$ cat config.mk
export PLATFORM = sky130hd
export DESIGN_NAME = div36x18s
export DESIGN_NICKNAME = d
export VERILOG_FILES = /design/src/rtl/div36x18s_pkg.sv /design/src/rtl/div_restore_step.sv /design/src/rtl/div36x18s.sv
export SDC_FILE = /design/constraint.sdc
export NUM_CORES = 1
export LEC_CHECK = 0
export CORE_MARGIN = 2
export CORE_UTILIZATION = 58
export DETAILED_ROUTE_END_ITERATION = 7
export GPL_TIMING_DRIVEN = 0
export PLACE_DENSITY_LB_ADDON = 0.3
export SETUP_SLACK_MARGIN = 0.02
export SKIP_CTS_REPAIR_TIMING = 1
export SLEW_MARGIN = 20
export SYNTH_ARGS = -nofsm -noshare
export SYNTH_HDL_FRONTEND = slang
export SYNTH_SLANG_ARGS = --single-unit
$ cat constraint.sdc
create_clock -name C -period 8 [get_ports C]
set_input_delay 0.8 -clock C [delete_from_list [all_inputs] [get_ports C]]
set_output_delay 0.8 -clock C [all_outputs]
set_load 0.03 [all_outputs]
$ cat src/rtl/div36x18s_pkg.sv
// div36x18s_pkg: widths, iteration count, range limits and FSM states for the 36/18 signed divider.
package div36x18s_pkg;
  localparam int DIVIDEND_W = 36;
  localparam int DIVISOR_W  = 18;
  localparam int QUOT_W     = 18;
  localparam int ITER       = 18;
  localparam logic [QUOT_W-1:0] QMAG_POS = 18'h1FFFF;
  localparam logic [QUOT_W-1:0] QMAG_NEG = 18'h20000;
  typedef enum logic [1:0] {S_IDLE, S_CALC, S_FIX, S_DONE} state_e;
endpackage

$ cat src/rtl/div_restore_step.sv
// div_restore_step: one restoring shift-subtract step producing the next partial remainder and a quotient bit.
module div_restore_step
  import div36x18s_pkg::*;
(
  input  logic [DIVISOR_W-1:0] rem_i,
  input  logic                 bit_i,
  input  logic [DIVISOR_W-1:0] div_i,
  output logic [DIVISOR_W-1:0] rem_o,
  output logic                 q_o
);
  logic [DIVISOR_W:0] sh;
  assign sh    = {rem_i, bit_i};
  assign q_o   = sh >= {1'b0, div_i};
  assign rem_o = DIVISOR_W'(q_o ? sh - {1'b0, div_i} : sh);
endmodule

$ cat src/rtl/div36x18s.sv
// div36x18s: sequential signed 36/18 divider, truncating toward zero, with overflow detection.
module div36x18s
  import div36x18s_pkg::*;
(
  input  logic                  C,
  input  logic                  R,
  input  logic                  CE,
  input  logic                  START,
  input  logic [DIVIDEND_W-1:0] A,
  input  logic [DIVISOR_W-1:0]  B,
  output logic [QUOT_W-1:0]     Q,
  output logic [DIVISOR_W-1:0]  REM,
  output logic                  BUSY,
  output logic                  DONE,
  output logic                  OVF
);
  state_e                 state_q;
  logic [4:0]             cnt_q;
  logic [DIVISOR_W-1:0]   rem_q, div_q, lo_q, r_res_q, r_q;
  logic [QUOT_W-1:0]      quo_q, q_res_q, q_q;
  logic                   neg_q_q, neg_r_q, ovf_q, ovf_res_q, ovf_out_q, busy_q, done_q;
  logic [DIVIDEND_W:0]    a_ext, a_abs;
  logic [DIVISOR_W-1:0]   b_abs, rem_d;
  logic                   qbit_d, pre_ovf, ovf_any;
  assign a_ext   = {A[DIVIDEND_W-1], A};
  assign a_abs   = A[DIVIDEND_W-1] ? -a_ext : a_ext;
  assign b_abs   = B[DIVISOR_W-1] ? -B : B;
  // a quotient of 2^18 or more is already out of range, so the run is only kept for constant latency
  assign pre_ovf = (B == '0) || (a_abs[DIVIDEND_W:DIVISOR_W] >= {1'b0, b_abs});
  assign ovf_any = ovf_q | (neg_q_q ? quo_q > QMAG_NEG : quo_q > QMAG_POS);
  div_restore_step u_step (.rem_i(rem_q), .bit_i(lo_q[DIVISOR_W-1]), .div_i(div_q), .rem_o(rem_d), .q_o(qbit_d));
  always_ff @(posedge C) begin
    if (R) begin
      state_q   <= S_IDLE;
      cnt_q     <= '0;
      q_q       <= '0;
      r_q       <= '0;
      ovf_out_q <= 1'b0;
      done_q    <= 1'b0;
      busy_q    <= 1'b0;
    end else if (CE) begin
      done_q <= 1'b0;
      case (state_q)
        S_IDLE: if (START && !done_q) begin
          rem_q   <= a_abs[DIVIDEND_W-1:DIVISOR_W];
          lo_q    <= a_abs[DIVISOR_W-1:0];
          div_q   <= b_abs;
          quo_q   <= '0;
          neg_q_q <= A[DIVIDEND_W-1] ^ B[DIVISOR_W-1];
          neg_r_q <= A[DIVIDEND_W-1];
          ovf_q   <= pre_ovf;
          cnt_q   <= '0;
          busy_q  <= 1'b1;
          state_q <= S_CALC;
        end
        S_CALC: begin
          rem_q   <= rem_d;
          lo_q    <= {lo_q[DIVISOR_W-2:0], 1'b0};
          quo_q   <= {quo_q[QUOT_W-2:0], qbit_d};
          cnt_q   <= cnt_q + 5'd1;
          state_q <= (cnt_q == 5'(ITER-1)) ? S_FIX : S_CALC;
        end
        S_FIX: begin
          q_res_q   <= ovf_any ? '0 : (neg_q_q ? -quo_q : quo_q);
          r_res_q   <= ovf_any ? '0 : (neg_r_q ? -rem_q : rem_q);
          ovf_res_q <= ovf_any;
          state_q   <= S_DONE;
        end
        S_DONE: begin
          q_q       <= q_res_q;
          r_q       <= r_res_q;
          ovf_out_q <= ovf_res_q;
          done_q    <= 1'b1;
          busy_q    <= 1'b0;
          cnt_q     <= '0;
          state_q   <= S_IDLE;
        end
      endcase
    end
  end
  assign Q    = q_q;
  assign REM  = r_q;
  assign OVF  = ovf_out_q;
  assign DONE = done_q;
  assign BUSY = busy_q;
endmodule
==> out/summary.txt <==
Std-Cell Rows = 46
die height = 131 µm
hold endpoint = Q[8]
CTS tree = done
via/cell ratio = 5.73
number of global-route vias before repair = 7324
Async S/R FF share, synth = 0%
Hold WC Path Type = flip-flop to flip-flop
period utilization = 58.8%
Num CTS Buffers = 17
share of layout cells above drive strength 1 = 7.92%
gpl congestion = 0.935
first-pass GRT wire length = 36100 µm
GRT Total Usage = 26.1%
cell count of the worst hold path = 2
root buf cell = clkbuf_16
HP Start = Q[8]
unique cell type count in the Yosys netlist = 74
Rel. slew slack = 35.5%
DP HPWL = 16600 µm
count of final setup violators = 0
total gr overflow = 0
pin count of the biggest net entering global routing = 17
die width = 131 µm
max cap viols = 0
actual slew at the worst max-slew pin = 966 ps
Synth Register Bits = 158
DRC viols = 0
pins over their slew limit = 0
highest clock rate = 213 MHz
unrepaired setup endpoints after global routing = false
ys flop type = edfxtp_1
Clock Sinks = 158
placed instance count = 1308
Yosys top cell by area = edfxtp_1
post-route cell area = 11400 µm²
setup slack, reg-to-reg = 4610 ps
Max clock buf depth = 2
CP endpoint kind = flip-flop
Post-layout nets = 1212
routed vias = 7676
cell count after synthesis = 983
WL per Instance = 16.4 µm
Port-buffer cells = 96
Antenna Nets Post-Route = 0
Seq/Total Area, Yosys = 45.5%
critical path class = input pin to flip-flop
leakage power = 0.00417 µW
H-tree levels = 4
WP data required = 8130 ps
ANT cells = 0
Synth top area share = 35.7%
DP Area = 10800 µm²
Die Footprint = 17300 µm²
Post-synth EDFFs = 112
Reg-to-Reg Start = rem_q[9]
io pins = 97
Non-Filler Instances = 1340
Cell Area, Synth = 9420 µm²
Mean Syn Cell Area = 9.59 µm²
CORE AREA = 15900 µm²
initial antenna violation count = 0
Starting Density = 59.3%
Initial DRC Count = 533
endpoints failing hold = 0
final wirelength = 22000 µm
crit path time final = 4700 ps
Startpoint Class = input pin
CP max FO = 4
Arrival @ worst endpoint = 4830 ps
ranking of synthesized cells by area = edfxtp_1 (36%), dfxtp_1 (9.8%), xor2_1 (5.7%)
Synthesized Nets = 1084
Synth-to-Final Area Change = 20.5%
Pre-antenna DRT Iters = 5
yosys warns = 0
clock-pin slew on the worst setup and hold paths = 70 ps
PD cells = 174 nW/µm²
maximum vdd drop = 168 µV
Skew-Pair Late Insertion Delay = 430 ps
reg2reg path depth = 9
outcome = finished, final reports clean
final core utilization = 71.5%
Clock Skew = 10.2 ps
Critical R2R Capture = rem_q[14]
==> synth_stat cells, types with 8 or more instances <==
library cell / number
xor2_1: 61
a21oi_1: 68
o31ai_1: 16
nand4_1: 8
nand2_1: 139
dfxtp_1: 46
a21o_1: 10
nand3_1: 10
nor2_1: 81
o21ai_0: 56
or3_1: 9
nor4_1: 9
and2_1: 18
clkbuf_1: 37
edfxtp_1: 112
or4_1: 9
inv_1: 53
mux2_2: 10
nor3_1: 9
xnor2_1: 32
nand2b_1: 13
ha_1: 42
o41ai_1: 10
==> where the power goes <==
part / total (µW) / switching [µW] / internal [µW]
clock: 770 / 328 / 442
sequential: 916 / 15.7 / 900
combinational: 294 / 167 / 127
total: 1980 / 511 / 1470
==> layer usage <==
metal  part of all wire (%)  wire [µm]  track usage, %  vias to the layer above
li1                       -          -               -                     3796
met1                     43       9550            34.9                     3491
met2                     46      10100            41.4                      328
met3                    7.0       1530            4.13                       61
met4                    3.8        833            13.4                        0
met5                      0          0               0                        -
==> logic make-up after synthesis <==
group	Yosys count	share of synthesized area, %
compound gates	221	15.4
xor+xnor	93	8.64
fa+ha+maj	43	5.79
buf+inv	100	4.08
flops	158	45.5
mux	17	1.94
simple gates	351	18.7
==> cells in the final DEF (no fill, tap or decap), types with 10 or more instances in the layout <==
cell type        instances
ha_1                    42
and2_1                  18
o21ai_0                 56
clkbuf_16               18
dfxtp_1                 46
clkdlybuf4s50_1         96
nand2b_1                13
nand2_1                139
xnor2_1                 32
nand3_1                 10
edfxtp_1               112
clkbuf_1                37
mux2_2                  10
xor2_1                  61
o41ai_1                 10
nor2_1                  81
buf_2                   14
o31ai_1                 16
a21o_1                  10
a21oi_1                 68
inv_1                   53
==> cell type report <==
| class | instances | area, µm² |
|---|---|---|
| Clock buffer | 21 | 492 |
| Clock inverter | 11 | 77.6 |
| Buffer | 47 | 185 |
| Inverter | 53 | 199 |
| Timing Repair Buffer | 109 | 1050 |
| Tap cell | 216 | 270 |
| Sequential cell | 158 | 4280 |
| Multi-Input combinational cell | 725 | 4790 |
| Fill cell | 1230 | 4530 |
==> critical path, cell delays in order <==
cell	delay, ps
clkdlybuf4s50_1	420
inv_1	80
ha_1	180
or4b_4	500
nor3_2	380
nand2_1	130
o41ai_1	370
xor2_1	460
ha_1	330
nand2b_1	150
a21o_1	180
a21o_1	170
a21o_1	190
a211oi_1	280
o21ai_0	210
==> worst max-delay path by stage <==
stage | startpoint | to | cells past startpoint
final | A[0] | ovf_q | 15
after CTS | A[0] | ovf_q | 15
after detailed placement | A[0] | ovf_q | 15
after global routing | A[0] | ovf_q | 15
after global placement | CE | lo_q[7] | 3
after floorplan | CE | lo_q[0] | 2
==> state kept, by name (all words and copies together) (netlist names), 5 cells and up, named ones only <==
signal and cells:
lo_q 18, r_res_q 18, quo_q 18, q_res_q 18, REM 18, cnt_q 5, Q 18, rem_q 18
div_q 18
==> stage by stage <==
step	hold slack, ps	power (µW)	setup TNS [ps]	setup WS (ps)
after floorplan	471	1120	0	711
after global placement	442	1210	-143610	-2660
after detailed placement	446	1220	0	2810
after CTS	454	1990	0	3260
after global routing	467	2060	0	3070
final	451	1980	0	3300
(Power assumes the default switching activity.)
